==> config.mk <==
export PLATFORM = sky130hd
export DESIGN_NAME = instr_sequencer
export DESIGN_NICKNAME = d
export VERILOG_FILES = /design/src/rtl/instr_sequencer_pkg.sv /design/src/rtl/instr_sequencer_fetch_timer.sv /design/src/rtl/instr_sequencer.sv
export SDC_FILE = /design/constraint.sdc
export NUM_CORES = 1
export LEC_CHECK = 0
export ABC_AREA = 1
export CORE_AREA = 8 8 45 47
export CTS_BUF_LIST = sky130_fd_sc_hd__clkbuf_8
export DETAILED_ROUTE_END_ITERATION = 6
export DIE_AREA = 0 0 53 55
export GPL_TIMING_DRIVEN = 0
export PLACE_DENSITY = 0.81
export SYNTH_ARGS = -nofsm -noshare
export SYNTH_HDL_FRONTEND = slang
export SYNTH_SLANG_ARGS = --single-unit
==> constraint.sdc <==
create_clock -name clk -period 1.4 [get_ports clk]
set_input_delay 0.28 -clock clk [delete_from_list [all_inputs] [get_ports clk]]
set_output_delay 0.28 -clock clk [all_outputs]
set_load 0.05 [all_outputs]
==> src/rtl/instr_sequencer_pkg.sv <==
// Shared definitions for the instruction sequencer and the control decoder:
// 3-bit state codes, fetch timeout limit and retire counter width.
package instr_sequencer_pkg;

  typedef logic [2:0] state_t;

  localparam state_t RESET_STATE = 3'b000;
  localparam state_t FETCH_INSTR = 3'b001;
  localparam state_t READ_OPS    = 3'b010;
  localparam state_t EXECUTE     = 3'b011;
  localparam state_t WRITEBACK   = 3'b100;

  localparam int              WAIT_W        = 4;
  localparam logic [WAIT_W-1:0] FETCH_TIMEOUT = 4'd15;

  localparam int RETIRE_CNT_W = 16;

endpackage

==> src/rtl/instr_sequencer_fetch_timer.sv <==
// Fetch wait counter and timeout compare for the instruction sequencer.
// The counter sits at zero outside FETCH_INSTR, so every fetch starts from zero.
module seq_fetch_timer
  import instr_sequencer_pkg::*;
(
  input  logic clk,
  input  logic reset,
  input  logic in_fetch,
  input  logic fetch_ack,
  output logic timeout
);

  logic [WAIT_W-1:0] wait_cnt;

  always_ff @(posedge clk) begin
    if (reset) begin
      wait_cnt <= '0;
    end else if (!in_fetch) begin
      wait_cnt <= '0;
    end else if (!fetch_ack) begin
      wait_cnt <= wait_cnt + WAIT_W'(1);
    end
  end

  // An ack in the last allowed cycle still counts as a successful fetch.
  assign timeout = in_fetch && !fetch_ack && (wait_cnt == FETCH_TIMEOUT);

endmodule

==> src/rtl/instr_sequencer.sv <==
// Instruction sequencer FSM: fetch / read operands / execute / writeback,
// with run and single-step control, fetch timeout and an optional retire
// counter enabled by the SEQ_PERF_CNT_EN macro (otherwise retired_cnt is 0).
module instr_sequencer
  import instr_sequencer_pkg::*;
(
  input  logic                    clk,
  input  logic                    reset,
  input  logic                    run,
  input  logic                    step,
  input  logic                    fetch_ack,
  input  logic                    stall,
  output logic [2:0]              current_state,
  output logic                    fetch_req,
  output logic                    instr_done,
  output logic                    busy,
  output logic                    fetch_err,
  output logic [RETIRE_CNT_W-1:0] retired_cnt
);

  state_t state_q;
  state_t state_d;
  logic   fetch_err_q;
  logic   fetch_timeout;

  seq_fetch_timer u_fetch_timer (
    .clk       (clk),
    .reset     (reset),
    .in_fetch  (state_q == FETCH_INSTR),
    .fetch_ack (fetch_ack),
    .timeout   (fetch_timeout)
  );

  always_comb begin
    state_d = RESET_STATE;
    case (state_q)
      RESET_STATE: state_d = ((run || step) && !fetch_err_q) ? FETCH_INSTR : RESET_STATE;
      FETCH_INSTR: begin
        if (fetch_ack)          state_d = READ_OPS;
        else if (fetch_timeout) state_d = RESET_STATE;
        else                    state_d = FETCH_INSTR;
      end
      READ_OPS:    state_d = EXECUTE;
      EXECUTE:     state_d = stall ? EXECUTE : WRITEBACK;
      // A step run (run=0) drops back to idle once its single instruction retires.
      WRITEBACK:   state_d = (run && !fetch_err_q) ? FETCH_INSTR : RESET_STATE;
      default:     state_d = RESET_STATE;
    endcase
  end

  always_ff @(posedge clk) begin
    if (reset) begin
      state_q     <= RESET_STATE;
      fetch_err_q <= 1'b0;
    end else begin
      state_q <= state_d;
      if (fetch_timeout) begin
        fetch_err_q <= 1'b1;
      end
    end
  end

  assign current_state = state_q;
  assign fetch_req     = (state_q == FETCH_INSTR);
  assign instr_done    = (state_q == WRITEBACK);
  assign busy          = (state_q != RESET_STATE);
  assign fetch_err     = fetch_err_q;

`ifdef SEQ_PERF_CNT_EN
  logic [RETIRE_CNT_W-1:0] retired_q;

  always_ff @(posedge clk) begin
    if (reset) begin
      retired_q <= '0;
    end else if (state_q == WRITEBACK) begin
      retired_q <= retired_q + RETIRE_CNT_W'(1);
    end
  end

  assign retired_cnt = retired_q;
`else
  assign retired_cnt = '0;
`endif

endmodule

[Word-level counts from Yosys, hierarchy flattened]
Cells that the tools add are included.
Operators by class
  add/sub/neg operators: 1
  equality and inequality tests: 5
  multiplexer cells: 6
  bitwise logic cells: 1
  reductions and logical operators: 10
Operator list (number)
  case mux 3 bit (5 select lines): 1
  equality test 3 x 2 -> 1 bit, second input constant: 2
  adder 4 x 1 -> 4 bit, second input constant: 1
  equality test 4 bit, second input constant: 1
  logical AND 1 bit: 4
  equality test 3 x 1 -> 1 bit, second input constant: 1
  equality test 3 bit, second input constant: 1
  zero test 3 bit: 1
  2-to-1 mux 1 bit: 3
  2-to-1 mux 3 bit: 1
  nonzero test 3 bit: 1
  zero test 1 bit: 2
  2-to-1 mux 2 bit: 1
  OR reduction 2 bit: 1
  logical OR 1 bit: 1
  NOT 1 bit: 1
Storage, ports and cells
  bits in registers: 8
  output and inout bits: 23
  logic and storage cells: 26

[Logic depth before layout (Yosys ltp)]
  word-level depth: 6
  mapped depth: 7

[Hierarchy]
A second synthesis with hierarchy kept.
Unflattened totals
  cells, all modules: 75
  area, all modules: 521.8 sq um
By module, submodules not included
  instr_sequencer: times used 1, cells an instance 47, area each 315.3 sq um, sequential area each 80.1 sq um
  seq_fetch_timer: times used 1, cells an instance 28, area each 206.4 sq um, sequential area each 80.1 sq um

[Worst setup path after synthesis]
Ideal clock, no wire load.
  kind: register -> register
  start point: register state_q[0] (netlist: current_state[0])
  end point: register state_q[0] (netlist: current_state[0])
  arrival: 1.404 ns
  data required time: 1.336 ns
  setup slack: -0.068 ns
  cell stages (with the launch flop): 7
  path buffers: 0
  cell sequence: dfxtp_1 nand2_2 nor2_4 nand3_2 nand2_2 nor2_1 nor2_1
Between the ends
  word-level cells in the longest chain between the ends: 6
Ends and longest elaborated chain
  start, declared: RTL line instr_sequencer.sv:21  | state_t state_q;
  start signal, assigned: RTL line instr_sequencer.sv:56  | state_q <= state_d;
  equality test 3 x 1 -> 1 bit (*)
  named net fetch_req: RTL line instr_sequencer.sv:14  | output logic fetch_req,
  logical AND 1 bit (2 in series): RTL line instr_sequencer_fetch_timer.sv:26  | assign timeout = in_fetch && !fetch_ack && (wait_cnt == FETCH_TIMEOUT);
  2-to-1 mux 1 bit: RTL line instr_sequencer.sv:40  | else if (fetch_timeout) state_d = RESET_STATE;
  2-to-1 mux 2 bit: RTL line instr_sequencer.sv:39  | if (fetch_ack) state_d = READ_OPS;
  case mux 3 bit (5 select lines) (*): RTL line instr_sequencer.sv:36  | case (state_q)
The timed path passes the listed nets; every way through them passes the cells marked *.
A chain may end at the register's enable or synchronous reset.

[Worst setup path in the final report]
  start point: register fetch_err_q (netlist: fetch_err)
  end point: output fetch_err
RTL lines
  start, declared: RTL line instr_sequencer.sv:23  | logic fetch_err_q;
  start signal, assigned: RTL line instr_sequencer.sv:54  | fetch_err_q <= 1'b0;
  start signal, assigned: RTL line instr_sequencer.sv:58  | fetch_err_q <= 1'b1;
  end, declared: RTL line instr_sequencer.sv:17  | output logic fetch_err,
No word-level cell between the ends.

==> results.cfg <==
[sta]
slew_violations = 0
setup_violations = 0
hold_viol = 0
fin_tns_setup_ns = 0
skew_ns = 0.003139
hold_ws_ns = 0.4740
fmax_ghz = 0.7540
fin_crit_ns = 1.326
min_period_over_period = 0.9473
rsz0062_at_grt = false

[setup_path]
required_ns = 1.12
crit_buf_inv = 1
worst_ep_arrival_time_ns = 1.05
worst-path-max-fanout = 2
path_cells = clkdlybuf4s15_1
startpoint_type = flop
path_class = reg2out
slowest_delay_ns = 0.50
slowest_stage = clkdlybuf4s15_1
path_delay_family = buffers and inverters
endpoint_kind = primary output

[power]
leakagePower_uw = 0.0003834
peakVddDrop_v = 0.0006790
power_density_nw_per_um2 = 1100

[floorplanning]
io_pins = 29
floorplan.die.height_um = 55
start_util = 0.3779
rows = 14
core_um2 = 1384
die_w_um = 53
die_area_um2 = 2915

[synthesis]
seq_area_frac_synth = 0.3062
synth.top_cell.area_share = 0.3062
synth_commonest_cells = buf_4 (16), nand2_1 (10), dfxtp_1 (8)
synth_seq_cells = 8
yosys_warnings = 0
syn_area_per_cell_um2 = 7.691
yosysMostFrequentCell = buf_4
synth_area_leaders = dfxtp_1 (31%), buf_4 (23%), nand2_1 (7.2%)
syn_inst = 68
synth_area_um2 = 523.0
async_reset_ff_frac = 0
synth_area_leader_cell = dfxtp_1
synth_ff_type = dfxtp_1
yosysUniqueCellTypes = 21
synth_edf_count = 0

[outcome]
status = finished clean

[place]
placed_cell_area_um2 = 721.9
port-buffer-count = 12
hpwl_um = 940
globalplace.congestion = 0.7120
placed_cells = 111

[grt]
grt_pass1_wl_mm = 1.759
track_usage = 0.08374
grt_overflow = 0
grt_max_degree = 6
grt_antenna_before_repair = 0
grt_pass1_vias = 453

[drt]
antenna_left = 0
wl_met3_um = 177
num_vias = 451
drc = 0
wl_per_cell_um = 9.474
firstDrtPassIters = 1
postRouteWirelength_mm = 1.080
wl_met1_um = 396
wl_met2_um = 472
drt_iter0_drc = 0
routed_via_density = 3.956
top_layer_used = met4

[cts]
cts.path.max_buffers = 2
clock-sinks = 8
htree_levels = 1
tritoncts = built
cts_made_buffers = 3
hold_buffers = 0
root_buffer = clkbuf_8
clk_pin_slew_ns = 0.04
clk-insertion-delay-late_ns = 0.23

[finish]
drive_above_1_share = 0.3776
fin_nets = 107
synthToLayoutAreaGrowth_pct = 43.06
final_area_um2 = 748.2
fillCellCount = 153
final_cell_count_no_fill = 114
utilization = 0.5407
antenna_cells = 0

[flow_run]
max_cap_violations = 0

[hold_path]
min-delay-path-class = reg2reg
-- worst min-delay path, cell delays in order (launching register included) --
cell     delay (ns)
dfxtp_1        0.30
inv_1          0.06
a21oi_1        0.06
-- cells in the final DEF (no fill, tap or decap), types with 2 or more instances in the layout --
cell type        Yosys  layout
nand3_1              2       2
inv_1                7       7
clkbuf_8             0       3
dfxtp_2              0       2
a21oi_1              4       4
nor2_2               2       2
nand2_1             10      10
clkdlybuf4s50_1      0       5
nor2_1               4       4
clkbuf_2             0       2
conb_1               1      16
buf_4               16      16
dfxtp_1              8       6
nand2_2              3       3
-- stage by stage --
step	power, uW	setup slack [ns]
finish	823.3	0.07380
global route	875.3	0.002615
CTS	837.1	-0.01628
detailed placement	563.7	-0.3079
global placement	560.2	-0.2988
floorplan	500.8	0.01816
-- area by class of cell --
cell class / instances / area [um2] / area share
inverter: 8 / 30.03 / 0.04013
sequential: 8 / 162.7 / 0.2174
multi-input combinational: 51 / 269.0 / 0.3595
buffer: 16 / 120.1 / 0.1605
timing repair buffer: 12 / 105.1 / 0.1405
clock buffer: 3 / 41.29 / 0.05518
tap: 16 / 20.02 / 0.02676
-- layer usage --
layer | up-vias | global-route usage
met5 | - | 0
met4 | 0 | 0.07759
met3 | 4 | 0.04011
met2 | 24 | 0.1445
met1 | 186 | 0.07023
li1 | 237 | -
-- kinds of logic (layout without fill, tap and decap cells) --
kind of cell,after synthesis,count (layout),synth area share
other cells,1,16,0.007170
flops,8,8,0.3062
compound gates,6,6,0.09092
fa+ha+maj,1,1,0.02392
xor+xnor,1,1,0.01675
simple gates,27,27,0.2680
buf+inv,24,39,0.2871
-- sequential cells by signal (all words and copies together), names as in the netlist --
register and flops:
u_fetch_timer.wait_cnt 4, current_state 3, fetch_err 1
-- repair_timing --
action	in CTS	in global routing
gates cloned	0	0
gates resized for setup	20	10
buffers inserted	0	0
endpoints found under the setup margin	7	6
-- worst paths after layout --
check | from | to | slack, ns | cells after the start
worst max-delay path | fetch_err | fetch_err | 0.07 | 1
worst min-delay path | fetch_err | fetch_err | 0.47 | 2
worst max register to register | u_fetch_timer.wait_cnt[1] | current_state[0] | 0.39 | 6
worst min register to register | fetch_err | fetch_err | 0.47 | 2
-- power by group --
group / switching, uW / internal (uW) / total, uW
logic: 215 / 86.9 / 302
registers: 11.0 / 240 / 251
clock network: 85.1 / 186 / 271
Note: power is estimated with default switching activity, not from simulation.
